$ cat src/rtl/clk_gen_pkg.sv
// Shared constants, divisor type and divisor clamping for the multi-channel clock generator.
package clk_gen_pkg;

  localparam int unsigned CNT_W_DEFAULT   = 28;
  localparam int unsigned DEF_DIV_DEFAULT = 25000000;

  typedef logic [CNT_W_DEFAULT-1:0] div_t;

  // A divisor of zero has no meaningful period, so it is treated as one.
  function automatic div_t clamp_div(input div_t k);
    return (k == '0) ? div_t'(1) : k;
  endfunction

endpackage

$ cat src/rtl/clk_div_channel.sv
// One divider channel: counter, active/shadow divisor, tick pulse and 50% square output.
module clk_div_channel
  import clk_gen_pkg::*;
#(
  parameter int unsigned CNT_W   = CNT_W_DEFAULT,
  parameter int unsigned DEF_DIV = DEF_DIV_DEFAULT
) (
  input  logic             clk,
  input  logic             reset_n,
  input  logic             en,
  input  logic             sync,
  input  logic             ld,
  input  logic [CNT_W-1:0] ld_data,
  output logic             tick,
  output logic             clk_out,
  output logic             pending
);

  localparam logic [CNT_W-1:0] RST_DIV = (DEF_DIV == 0) ? CNT_W'(1) : CNT_W'(DEF_DIV);

  logic [CNT_W-1:0] cnt_q, cnt_d;
  logic [CNT_W-1:0] div_active_q, div_active_d;
  logic [CNT_W-1:0] div_shadow_q, div_shadow_d;
  logic             pending_q, pending_d;
  logic             tick_q, tick_d;
  logic             clk_out_q, clk_out_d;
  logic [CNT_W-1:0] ld_k;
  logic [CNT_W-1:0] sync_div;
  logic             rollover;

  if (CNT_W == CNT_W_DEFAULT) begin : g_pkg_clamp
    assign ld_k = clamp_div(ld_data);
  end else begin : g_local_clamp
    assign ld_k = (ld_data == '0) ? CNT_W'(1) : ld_data;
  end

  assign rollover = (cnt_q == div_active_q - CNT_W'(1));
  assign sync_div = ld ? ld_k : div_shadow_q;

  always_comb begin
    cnt_d        = cnt_q;
    div_active_d = div_active_q;
    div_shadow_d = div_shadow_q;
    pending_d    = pending_q;
    tick_d       = 1'b0;
    clk_out_d    = clk_out_q;

    if (sync) begin
      cnt_d        = '0;
      clk_out_d    = 1'b0;
      div_shadow_d = sync_div;
      div_active_d = sync_div;
      pending_d    = 1'b0;
    end else begin
      if (!en) begin
        cnt_d     = '0;
        clk_out_d = 1'b0;
      end else if (rollover) begin
        cnt_d     = '0;
        tick_d    = 1'b1;
        clk_out_d = ~clk_out_q;
      end else begin
        cnt_d = cnt_q + CNT_W'(1);
      end

      // Apply the old shadow first; a write on this same edge stays pending for the next period.
      if (pending_q && (!en || rollover)) begin
        div_active_d = div_shadow_q;
        pending_d    = 1'b0;
      end
      if (ld) begin
        div_shadow_d = ld_k;
        pending_d    = 1'b1;
      end
    end
  end

  always_ff @(posedge clk or negedge reset_n) begin
    if (!reset_n) begin
      cnt_q        <= '0;
      div_active_q <= RST_DIV;
      div_shadow_q <= RST_DIV;
      pending_q    <= 1'b0;
      tick_q       <= 1'b0;
      clk_out_q    <= 1'b0;
    end else begin
      cnt_q        <= cnt_d;
      div_active_q <= div_active_d;
      div_shadow_q <= div_shadow_d;
      pending_q    <= pending_d;
      tick_q       <= tick_d;
      clk_out_q    <= clk_out_d;
    end
  end

  assign tick    = tick_q;
  assign clk_out = clk_out_q;
  assign pending = pending_q;

endmodule

$ cat src/rtl/multi_clock_gen.sv
// N-channel programmable clock generator: write decode, range error flag and channel array.
module multi_clock_gen
  import clk_gen_pkg::*;
#(
  parameter int unsigned N_CH    = 3,
  parameter int unsigned CNT_W   = CNT_W_DEFAULT,
  parameter int unsigned DEF_DIV = DEF_DIV_DEFAULT
) (
  input  logic                  clk,
  input  logic                  reset_n,
  input  logic [N_CH-1:0]       ch_en,
  input  logic                  sync,
  input  logic                  wr_en,
  input  logic [$clog2(N_CH):0] wr_ch,
  input  logic [CNT_W-1:0]      wr_data,
  output logic                  wr_err,
  output logic [N_CH-1:0]       pending,
  output logic [N_CH-1:0]       tick,
  output logic [N_CH-1:0]       clk_out
);

  localparam int unsigned CH_W = $clog2(N_CH) + 1;

  logic [N_CH-1:0] ld;
  logic            wr_err_q, wr_err_d;

  always_comb begin
    ld = '0;
    for (int unsigned i = 0; i < N_CH; i++) begin
      ld[i] = wr_en && (wr_ch == CH_W'(i));
    end
    wr_err_d = wr_en && (wr_ch >= CH_W'(N_CH));
  end

  always_ff @(posedge clk or negedge reset_n) begin
    if (!reset_n) begin
      wr_err_q <= 1'b0;
    end else begin
      wr_err_q <= wr_err_d;
    end
  end

  assign wr_err = wr_err_q;

  for (genvar g = 0; g < N_CH; g++) begin : g_ch
    clk_div_channel #(
      .CNT_W   (CNT_W),
      .DEF_DIV (DEF_DIV)
    ) u_ch (
      .clk     (clk),
      .reset_n (reset_n),
      .en      (ch_en[g]),
      .sync    (sync),
      .ld      (ld[g]),
      .ld_data (wr_data),
      .tick    (tick[g]),
      .clk_out (clk_out[g]),
      .pending (pending[g])
    );
  end

endmodule

$ cat config.mk
export PLATFORM = sky130hd
export DESIGN_NAME = multi_clock_gen
export DESIGN_NICKNAME = d
export VERILOG_FILES = /design/src/rtl/clk_gen_pkg.sv /design/src/rtl/clk_div_channel.sv /design/src/rtl/multi_clock_gen.sv
export SDC_FILE = /design/constraint.sdc
export NUM_CORES = 1
export LEC_CHECK = 0
export CORE_MARGIN = 5
export CORE_UTILIZATION = 60
export DETAILED_ROUTE_END_ITERATION = 10
export PLACE_DENSITY = 0.76
export SLEW_MARGIN = 25
export SYNTH_ARGS = -nofsm -noshare
export SYNTH_HDL_FRONTEND = slang
export SYNTH_SLANG_ARGS = --single-unit
$ cat constraint.sdc
create_clock -name clk -period 4.5 [get_ports clk]
set_input_delay 0.9 -clock clk [delete_from_list [all_inputs] [get_ports clk]]
set_output_delay 0.9 -clock clk [all_outputs]
set_load 0.01 [all_outputs]
==> run metrics <==
outcome finished clean; Critical Path AT between 4000 and 5000 ps; mapped cell area approximately 0.015 mm2; Setup CP Type reg -> reg; synthesized area per cell a little over 10 um2; clk_lat worst skew approximately 550 ps; largest fanout on the critical path 26; Initial DRT Pass Iterations 5; sequential cell area fraction in the yosys report 0.445; Leak Pwr 7.16 nW; Final Power roughly 0.0075 W; most frequent cells in the layout dfrtp_1, mux2i_1, nor2_1; Async SR Flop Fraction 1.00; hold slack 397 ps; row cnt 57; vias in the first global route about 11,000; Fill cells ~1,800; pin count of the biggest net entering global routing about 120; Routed WL per cell roughly 18 um; Non-Filler Instances 1,841; Port Buf Inserts 47; GPL Wtd Cong between 0.9 and 1; most common cell after layout, fill and taps aside dfrtp_1; Synth Warn # 0; total CTS buffers 29; reg2reg start g_ch[0].u_ch.div_active_q[0]; final cycle utilization of the critical path 0.891; dpl cells between 1,500 and 2,000; worst vdd ir about 0.33 mV; Final Max Tran Viols 0; first-pass GRT wire length 56,000 um; Vias/cell around 5.9; maxcap violations 0; Synth Register Bits around 260; post-CTS repair timing setup buffer count 0; number of enable flip-flop cells after synthesis 0; prevailing post-synth register cell dfrtp_1; Netlist cell types approximately 70; starting DRC count in detailed routing approximately 830; die width ~170 um; final hold viol count 0; DP HPWL between 20,000 and 25,000 um; CTS tree built; Routed WL around 34,000 um; crit path time final 4010 ps; Core ar. 0.0244 mm2; element type at the critical path start flip-flop; layout cells sized above 1 0.165; clock tree sinks 262; R2R cell count 11; H-tree depth 1; Die Y about 170 um; GRT Util Overall 0.238; Residual DRC 0; worst hold path class in -> async; Syn Inst Count around 1,500; root buf cell clkbuf_16; remaining global-route overflow 0; post_cts resized 0; RSZ-0062 raised after global routing false; die area roughly 0.028 mm2; CTS clk-pin slew, worst paths about 60 ps; clock buffer depth 3; Slew HR 0.371; actual slew at the worst max-slew pin approximately 940 ps; nets@finish approximately 1,500; syn_nets around 1,500; I/O pins between 40 and 50; vias about 11,000; Max Freq around 0.25 GHz; initial antenna violation count 0; Area Growth Syn to Fin 11.9%; Req. time, crit path slightly below 5000 ps; Placed Area 0.0157 mm2; pwr/cell area 448 mW/mm2; final setup vio count 0; # hold bufs at CTS 0; Reg2Reg Setup Slack slightly below 500 ps; Critical R2R Capture g_ch[0].u_ch.div_active_q[26]; clk_skew about 16 ps; DRT antenna net count 0; Worst Setup End Kind flip-flop; setup TNS 0 ps; design area between 0.015 and 0.02 mm2; Initial Util 0.612; n_diodes 0
worst max-delay path by stage:
stage | startpoint | to | slack, ps | depth (start not counted)
2_1_floorplan | g_ch[0].u_ch.div_active_q[0] | g_ch[0].u_ch.div_active_q[0] | 910 | 13
3_3_place_gp | g_ch[0].u_ch.div_active_q[0] | g_ch[0].u_ch.div_active_q[27] | 710 | 11
3_5_place_dp | g_ch[0].u_ch.div_active_q[8] | g_ch[0].u_ch.div_active_q[15] | 620 | 10
4_1_cts | g_ch[0].u_ch.div_active_q[0] | g_ch[0].u_ch.div_active_q[26] | 550 | 11
5_1_grt | g_ch[0].u_ch.div_active_q[0] | g_ch[0].u_ch.div_active_q[26] | 300 | 11
6_report | g_ch[0].u_ch.div_active_q[0] | g_ch[0].u_ch.div_active_q[26] | 490 | 11
layout make-up:
type / instances / area (um2) / area share
multi-input combinational: 1034 / 7620 / 0.456
inverter: 95 / 357 / 0.0213
sequential: 262 / 6650 / 0.398
tap: 324 / 405 / 0.0243
timing repair buffer: 72 / 711 / 0.0425
clock buffer: 38 / 821 / 0.0491
clock inverter: 16 / 149 / 0.00891
through the flow:
step	utilization	setup WS (ps)
2_1_floorplan	-	908
6_report	0.685	489
4_1_cts	0.685	553
5_1_grt	0.685	301
3_5_place_dp	0.645	620
3_3_place_gp	0.645	708
logic make-up (layout without fill, tap and decap cells):
family / Yosys count / count (layout) / share of synthesized area
buf+inv: 169 / 221 / 0.0472
fa+ha+maj: 6 / 6 / 0.00503
mux: 251 / 251 / 0.175
flops: 262 / 262 / 0.445
simple gates: 482 / 482 / 0.166
xor+xnor: 176 / 176 / 0.104
compound gates: 119 / 119 / 0.0564
state kept, by name, indices dropped and copies added, names as in the netlist:
signal,cells
g_ch.u_ch.tick,3
wr_err,1
g_ch.u_ch.div_shadow_q,84
g_ch.u_ch.pending,3
g_ch.u_ch.cnt_q,84
g_ch.u_ch.div_active_q,84
g_ch.u_ch.clk_out,3
power breakdown:
group | switching (W) | internal [W]
Combinational | 0.000967 | 0.000815
Clock | 0.000971 | 0.00140
Sequential | 0.000436 | 0.00289
Total | 0.00237 | 0.00511
critical path, cell delays in order, from the launching register on:
cell     delay (ps)
dfrtp_1         440
inv_1            80
ha_1            200
or3b_1          480
or4_1           550
a21oi_1         150
nand4_1         100
or4_1           480
or4_1           640
a21o_1          270
buf_4           270
mux2i_1         240
cells in the mapped netlist, types with 7 or more instances:
master | n | share of area
nor3_1 | 38 | 0.013
mux2i_1 | 166 | 0.11
dfstp_2 | 72 | 0.13
a31oi_1 | 12 | 0.0050
or4_1 | 13 | 0.0065
o21ai_0 | 18 | 0.0060
and3_1 | 18 | 0.0075
nor4_1 | 33 | 0.014
and4_1 | 14 | 0.0082
buf_2 | 11 | 0.0037
xor2_1 | 85 | 0.050
buf_4 | 9 | 0.0045
or3_1 | 13 | 0.0054
inv_1 | 95 | 0.024
nor2_1 | 152 | 0.038
clkbuf_1 | 48 | 0.012
xnor2_1 | 90 | 0.053
o31ai_1 | 7 | 0.0035
a21oi_1 | 19 | 0.0064
nand4_1 | 43 | 0.018
dfrtp_1 | 190 | 0.32
o2111ai_1 | 8 | 0.0047
mux2_2 | 84 | 0.063
nand2_1 | 62 | 0.016
nand3_1 | 50 | 0.017
per-layer routing:
| metal | part of all wire | up-vias | track usage |
|---|---|---|---|
| met2 | 0.47 | 216 | 0.388 |
| met1 | 0.46 | 5377 | 0.342 |
| met5 | 0 | - | 0 |
| met4 | 0.032 | 0 | 0.0674 |
| li1 | - | 5228 | - |
| met3 | 0.032 | 66 | 0.0236 |
(Power assumes the default switching activity.)
